File: config.mk
export PLATFORM = sky130hd
export DESIGN_NAME = fm_arbiter
export DESIGN_NICKNAME = d
export VERILOG_FILES = /design/src/rtl/conv_pkg.sv /design/src/rtl/fm_arb_rr.sv /design/src/rtl/fm_arbiter.sv
export SDC_FILE = /design/constraint.sdc
export NUM_CORES = 1
export LEC_CHECK = 0
export CAP_MARGIN = 10
export CORE_ASPECT_RATIO = 0.5
export CORE_UTILIZATION = 45
export DETAILED_ROUTE_END_ITERATION = 16
export DONT_BUFFER_PORTS = 1
export PLACE_DENSITY = 0.66
export SYNTH_ARGS = -nofsm -noshare
export SYNTH_HDL_FRONTEND = slang
export SYNTH_SLANG_ARGS = --single-unit
File: constraint.sdc
create_clock -name clk -period 2.36 [get_ports clk]
set_input_delay 0.472 -clock clk [delete_from_list [all_inputs] [get_ports clk]]
set_output_delay 0.472 -clock clk [all_outputs]
set_load 0.05 [all_outputs]
File: src/rtl/conv_pkg.sv
// conv_pkg: shared types, default widths and address helper for the
// feature-map datapath.
package conv_pkg;

    localparam int DEFAULT_BITS_PER_COORDINATE_IN = 8;
    localparam int DEFAULT_OUT_CHANNELS           = 1;
    localparam int DEFAULT_BITS_PER_NEURON        = 8;

    // Coordinate pair, packed as {y, x} so x sits in the low field.
    typedef struct packed {
        logic [DEFAULT_BITS_PER_COORDINATE_IN-1:0] y;
        logic [DEFAULT_BITS_PER_COORDINATE_IN-1:0] x;
    } vec2_t;

    // One feature-map word: all channels of one pixel.
    typedef logic [DEFAULT_OUT_CHANNELS*DEFAULT_BITS_PER_NEURON-1:0] feature_map_t;

    // Requester ids double as bit positions in request/grant vectors.
    typedef enum logic [1:0] {
        REQ_CR = 2'd0,
        REQ_CW = 2'd1,
        REQ_PR = 2'd2
    } req_id_t;

    localparam int NUM_REQ = 3;

    // Row-major linearisation of a pixel coordinate.
    function automatic int unsigned coord_to_addr(input int unsigned x,
                                                  input int unsigned y,
                                                  input int unsigned width);
        return y * width + x;
    endfunction

endpackage

File: src/rtl/fm_arb_rr.sv
// fm_arb_rr: grant selection for the feature-map RAM. Conv write has
// priority but may only take MAX_WR_BURST grants in a row while a read
// waits; the two reads share the rest round-robin.
module fm_arb_rr
    import conv_pkg::*;
#(
    parameter int MAX_WR_BURST = 4
) (
    input  logic               clk,
    input  logic               rst_n,
    input  logic [NUM_REQ-1:0] elig,
    output logic [NUM_REQ-1:0] gnt
);

    localparam int CNT_BITS = $clog2(MAX_WR_BURST + 1);

    logic                rr_pr;      // 1: pool read preferred on a read tie
    logic [CNT_BITS-1:0] burst_cnt;  // write grants since a read became eligible
    logic                rd_elig;

    // One-hot grant: bounded write priority, then read round-robin
    always_comb begin
        gnt     = '0;
        rd_elig = elig[REQ_CR] | elig[REQ_PR];
        if (elig[REQ_CW] && ((burst_cnt < CNT_BITS'(MAX_WR_BURST)) || !rd_elig)) begin
            gnt[REQ_CW] = 1'b1;
        end else if (elig[REQ_CR] && elig[REQ_PR]) begin
            if (rr_pr) gnt[REQ_PR] = 1'b1;
            else       gnt[REQ_CR] = 1'b1;
        end else if (elig[REQ_CR]) begin
            gnt[REQ_CR] = 1'b1;
        end else if (elig[REQ_PR]) begin
            gnt[REQ_PR] = 1'b1;
        end
    end

    // Round-robin pointer moves past the read winner; burst count only
    // accumulates while a read is being held off
    always_ff @(posedge clk or negedge rst_n) begin
        if (!rst_n) begin
            rr_pr     <= 1'b0;
            burst_cnt <= '0;
        end else begin
            if (gnt[REQ_CR]) rr_pr <= 1'b1;
            else if (gnt[REQ_PR]) rr_pr <= 1'b0;

            if (gnt[REQ_CW] && rd_elig) burst_cnt <= burst_cnt + 1'b1;
            else if (gnt[REQ_CR] || gnt[REQ_PR] || !rd_elig) burst_cnt <= '0;
        end
    end

endmodule

File: src/rtl/fm_arbiter.sv
// fm_arbiter: shares one single-port feature-map RAM between conv read,
// conv write and pool read. Grants are combinational; reads return two
// cycles after grant through a per-requester data register.
module fm_arbiter
    import conv_pkg::*;
#(
    parameter  int COORD_BITS       = DEFAULT_BITS_PER_COORDINATE_IN,
    parameter  int CHANNELS         = DEFAULT_OUT_CHANNELS,
    parameter  int BITS_PER_CHANNEL = DEFAULT_BITS_PER_NEURON,
    parameter  int IMG_WIDTH        = 32,
    parameter  int IMG_HEIGHT       = 32,
    parameter  int MAX_WR_BURST     = 4,
    localparam int W                = CHANNELS * BITS_PER_CHANNEL,
    localparam int ADDR_BITS        = $clog2(IMG_WIDTH * IMG_HEIGHT)
) (
    input  logic                    clk,
    input  logic                    rst_n,
    input  logic [2*COORD_BITS-1:0] cr_coord,
    input  logic                    cr_req,
    output logic                    cr_ready,
    output logic [W-1:0]            cr_data,
    input  logic [2*COORD_BITS-1:0] cw_coord,
    input  logic [W-1:0]            cw_data,
    input  logic                    cw_req,
    output logic                    cw_ready,
    input  logic [2*COORD_BITS-1:0] pr_coord,
    input  logic                    pr_req,
    output logic                    pr_ready,
    output logic [W-1:0]            pr_data,
    output logic                    mem_en,
    output logic                    mem_we,
    output logic [ADDR_BITS-1:0]    mem_addr,
    output logic [W-1:0]            mem_wdata,
    input  logic [W-1:0]            mem_rdata,
    output logic                    oob_err
);

    // Read-side arrays: index 0 = conv read, 1 = pool read
    localparam int NRD = 2;

    logic [NUM_REQ-1:0][2*COORD_BITS-1:0] coord;
    logic [NUM_REQ-1:0]                   req, in_rng, elig, gnt;
    logic [NUM_REQ-1:0][ADDR_BITS-1:0]    addr;
    logic [NRD-1:0]                       rd_gnt, rd_rng, rd_oob;
    logic [NRD-1:0][2:1]                  vld_pipe;   // [1]: capture cycle, [2]: ready cycle
    logic [NRD-1:0][W-1:0]                rd_data;

    assign coord[REQ_CR] = cr_coord;
    assign coord[REQ_CW] = cw_coord;
    assign coord[REQ_PR] = pr_coord;
    assign req[REQ_CR]   = cr_req;
    assign req[REQ_CW]   = cw_req;
    assign req[REQ_PR]   = pr_req;

    // Per-requester decode: range check on {y, x} and linear address
    always_comb begin
        for (int r = 0; r < NUM_REQ; r++) begin
            in_rng[r] = (32'(coord[r][COORD_BITS-1:0]) < 32'(IMG_WIDTH)) &&
                        (32'(coord[r][2*COORD_BITS-1:COORD_BITS]) < 32'(IMG_HEIGHT));
            addr[r]   = ADDR_BITS'(coord_to_addr(32'(coord[r][COORD_BITS-1:0]),
                                                 32'(coord[r][2*COORD_BITS-1:COORD_BITS]),
                                                 32'(IMG_WIDTH)));
        end
    end

    // A read is ineligible while its access is in flight; nothing is
    // eligible while reset is asserted so every output stays low
    always_comb begin
        elig = '0;
        if (rst_n) begin
            elig[REQ_CW] = req[REQ_CW];
            elig[REQ_CR] = req[REQ_CR] && (vld_pipe[0] == '0);
            elig[REQ_PR] = req[REQ_PR] && (vld_pipe[1] == '0);
        end
    end

    fm_arb_rr #(
        .MAX_WR_BURST (MAX_WR_BURST)
    ) u_rr (
        .clk   (clk),
        .rst_n (rst_n),
        .elig  (elig),
        .gnt   (gnt)
    );

    assign rd_gnt   = {gnt[REQ_PR], gnt[REQ_CR]};
    assign rd_rng   = {in_rng[REQ_PR], in_rng[REQ_CR]};
    assign cw_ready = gnt[REQ_CW];

    // RAM port driven in the grant cycle; out-of-range grants touch nothing
    always_comb begin
        mem_en    = 1'b0;
        mem_we    = 1'b0;
        mem_addr  = '0;
        mem_wdata = '0;
        for (int r = 0; r < NUM_REQ; r++) begin
            if (gnt[r] && in_rng[r]) begin
                mem_en   = 1'b1;
                mem_addr = addr[r];
            end
        end
        if (gnt[REQ_CW] && in_rng[REQ_CW]) begin
            mem_we    = 1'b1;
            mem_wdata = cw_data;
        end
    end

    // Read return: capture RAM data (or zero for out-of-range) the cycle
    // after grant, pulse ready the cycle after that; oob_err is sticky
    always_ff @(posedge clk or negedge rst_n) begin
        if (!rst_n) begin
            vld_pipe <= '0;
            rd_oob   <= '0;
            rd_data  <= '0;
            oob_err  <= 1'b0;
        end else begin
            for (int i = 0; i < NRD; i++) begin
                vld_pipe[i] <= {vld_pipe[i][1], rd_gnt[i]};
                rd_oob[i]   <= rd_gnt[i] & ~rd_rng[i];
                if (vld_pipe[i][1]) rd_data[i] <= rd_oob[i] ? '0 : mem_rdata;
            end
            if ((gnt & ~in_rng) != '0) oob_err <= 1'b1;
        end
    end

    assign cr_ready = vld_pipe[0][2];
    assign pr_ready = vld_pipe[1][2];
    assign cr_data  = rd_data[0];
    assign pr_data  = rd_data[1];

endmodule

==> results by group <==
Critical path
  – CP max stage cell: or4_1
  – Slowest stage delay, CP: between 500 and 600 ps
  – Critical Path AT: 1990 ps
  – Startpoint Class: input pin
  – Reg2Reg Depth: 6
  – Worst-path cell chain: or4_1 -> nand2b_4 -> a211oi_4 -> buf_4 -> a221oi_2 -> a21oi_4 -> buf_12
  – CP delay by family, top: simple AND/OR/NAND/NOR gates
  – Crit Path Category: in2out
  – WP depth: 7
  – Buffers and inverters on the worst path: 2
  – Critical path peak fanout: 8
  – CP endpoint kind: output pin
  – CP required: 1890 ps

Clocking
  – Clk slew on worst S/H paths: roughly 90 ps
  – Clock Tree Root: clkbuf_8
  – Number of buffers created by CTS: 3
  – CTS sink cnt: 27
  – Clock Latency Late Sink: about 270 ps
  – Clock tree buffer depth: 2
  – H-tree depth: 1
  – CTS tree: done

Logic synthesis
  – Top post-synthesis cells by area: dfrtp_1 38%, ha_1 7.0%, nand2_1 6.7%, inv_1 5.5%, and2_1 3.5%
  – Post-Synthesis Cells: 196
  – Synth top cells by count: 32 x nand2_1, 27 x dfrtp_1, 26 x inv_1
  – Post-Syn Area: roughly 1800 sq um
  – Ys async rst share: 100%
  – EDFF count, synth: 0
  – Synth Net Count: approximately 280
  – Synth area leader: dfrtp_1
  – Post-synth top area share: 37.8%
  – Most numerous cell in the Yosys netlist: nand2_1
  – Yosys warning count: 0
  – Synth unique cells: 41
  – Top FF cell, synth: dfrtp_1
  – Register area share after synthesis: between 30% and 40%
  – Syn Area/Cell: between 9 and 10 sq um
  – Flops & latches, synth: 27

GRT
  – Total track usage: a little over a fifth
  – Met3 usage: about 8%
  – Largest net degree at the start of global routing: 28
  – Initial antenna violation count: 0
  – M1 GR Usage: 24.9%
  – Vias in the first global route: between 1000 and 1500
  – GRT Residual Overflow: 0
  – Met2 Use GR: between 30 and 40%
  – Global-route wire length before repair: approximately 6700 microns
  – Grt peak-use layer: met2

Route
  – Detailed Route WL: approximately 4300 microns
  – Post-route ant nets: 0
  – DRC: 0
  – Vias: roughly 1500
  – Initial drt markers: between 60 and 70
  – Vias/cell: around 5.4
  – Wire per inst: around 16 microns
  – TritonRoute pass-1 iters: 6

Pwr
  – P per Cell Area: between 600 and 700 nW/um^2
  – Clock share of power: approximately 20%
  – Fraction of power consumed by combinational cells: 17.3%
  – Total power after layout: between 1 and 1.5 mW
  – Worst vdd rail ir drop: 0.000234 V
  – Flop pwr share: roughly 63%
  – Psw: approximately 0.59 mW
  – Switching Fraction: a little over two fifths
  – Int Power: 0.768 mW
  – Leakage: 1.03 nW

Place
  – DP HPWL: 3360 microns
  – Port Buffer Count: 0
  – GPL Wtd Cong: 0.809
  – Pre-CTS setup slack: -99.3 ps

STA
  – Min Clock Period, post-route: between 2000 and 2500 ps
  – Final count of pins violating max slew: 0
  – Final Setup Violations: 17
  – Share of the clock period used by the worst path after layout: 104%
  – Max-slew headroom at the worst pin: 67.0%
  – Fin Clk Skew: slightly below 5 ps
  – Hold_ws: 313 ps
  – Endpoints failing hold: 0
  – Post-route setup slack: -97.6 ps
  – Least-Margin Pin Slew: between 400 and 500 ps
  – RSZ-0062 raised after global routing: true
  – F_max: between 400 and 500 MHz

Floorplan
  – Starting Density: 49.5%
  – Die X: slightly above 90 microns
  – Site Rows: 15
  – Die area: 4240 sq um
  – Chip height: about 47 microns
  – Core Area: 3600 sq um
  – Top Ports: roughly 110

Cells and area
  – Fillers: 324
  – Nets: 304
  – # diodes: 0
  – Share of cells above drive strength 1: between 20% and 30%
  – Final Util: a little over 60%
  – Area delta synth->final: 25.6%

Status
  – Failing checks: setup timing
  – Status: finished, violations left

Run
  – Maxcap violations: 0

Hold path
  – Hold Path Depth: 2
  – Worst hold path type: in2reg
==> cells by family (layout without fill, tap and decap cells) <==
kind of cell / after synthesis / after routing / synth area share (%)
compound gates: 44 / 44 / 18.1
fa+ha+maj: 13 / 13 / 10.4
flops: 27 / 27 / 37.8
xor+xnor: 9 / 9 / 4.42
buf+inv: 33 / 56 / 8.06
simple gates: 70 / 72 / 21.2
==> power by group through the flow <==
stage / clock [mW] / sequential, mW / combinational, mW
6_report: 0.267 / 0.859 / 0.236
5_1_grt: 0.301 / 0.870 / 0.267
4_1_cts: 0.279 / 0.861 / 0.232
3_3_place_gp: 0 / 0.868 / 0.205
3_5_place_dp: 0 / 0.870 / 0.211
2_1_floorplan: 0 / 0.858 / 0.165
==> registers in the layout (all words and copies together) (netlist names) <==
| name | flops |
|---|---|
| oob_err | 1 |
| rd_oob | 2 |
| cr_data | 8 |
| pr_ready | 1 |
| u_rr.rr_pr | 1 |
| vld_pipe | 2 |
| pr_data | 8 |
| cr_ready | 1 |
| u_rr.burst_cnt | 3 |
==> per-layer routing <==
metal / wire (microns) / part of all wire [%]
met1: 1810 / 42
met2: 2010 / 46
met3: 464 / 11
met4: 45 / 1.0
met5: 0 / 0
==> per-stage QoR <==
stage | std cells | TNS (ps) | instance area [sq um]
4_1_cts | 270 | -760 | 2200
5_1_grt | 272 | -2460 | 2240
6_report | 272 | -847 | 2240
3_3_place_gp | 256 | -138 | 2040
2_1_floorplan | 196 | -5250 | 1850
3_5_place_dp | 256 | -452 | 2040
==> placed cells by master (no fill, tap or decap), types with 3 or more instances in the layout <==
cell type and instances:
nand2_1 26, inv_1 24, dfrtp_1 24, buf_4 19
o21ai_0 10, ha_1 10, and2_4 9, o22ai_1 8
nor2_1 7, xnor2_1 7, a21oi_1 5, a22oi_1 5
buf_12 5, a21o_1 4, nand2_4 4, nand3_1 3
nor2b_1 3, clkbuf_8 3, dfrtp_2 3
==> repair_timing <==
| action | 4_1_cts | 5_1_grt |
|---|---|---|
| cloned | 2 | 0 |
| setup buffers | 6 | 2 |
| hold buffers | 2 | 0 |
| pin swaps | 10 | 5 |
| resized for setup | 7 | 5 |
| endpoints found under the setup margin | 19 | 20 |
| endpoints found under the hold margin | 27 | 0 |
==> worst paths after layout <==
path                                    from  slack, ps                end
min in group asynchronous              rst_n        620         pr_data[5]
max in group asynchronous              rst_n       1570           cr_ready
hold / removal                  mem_rdata[1]        310         pr_data[1]
setup / recovery                 cr_coord[7]       -100        mem_addr[7]
setup reg to reg                    cr_ready        760            oob_err
hold reg to reg            u_rr.burst_cnt[0]        450  u_rr.burst_cnt[0]
==> final cells by class <==
cell class	instances	area, sq um	share of cell area (%)
clock buffers	3	41.3	1.84
multi-input cells	138	1090	48.6
well taps	51	63.8	2.84
clock inverters	1	7.51	0.335
flip-flops and latches	27	679	30.3
repair buffers	26	264	11.8
inverters	26	97.6	4.35
No activity file was read; power rests on OpenSTA's default activity.
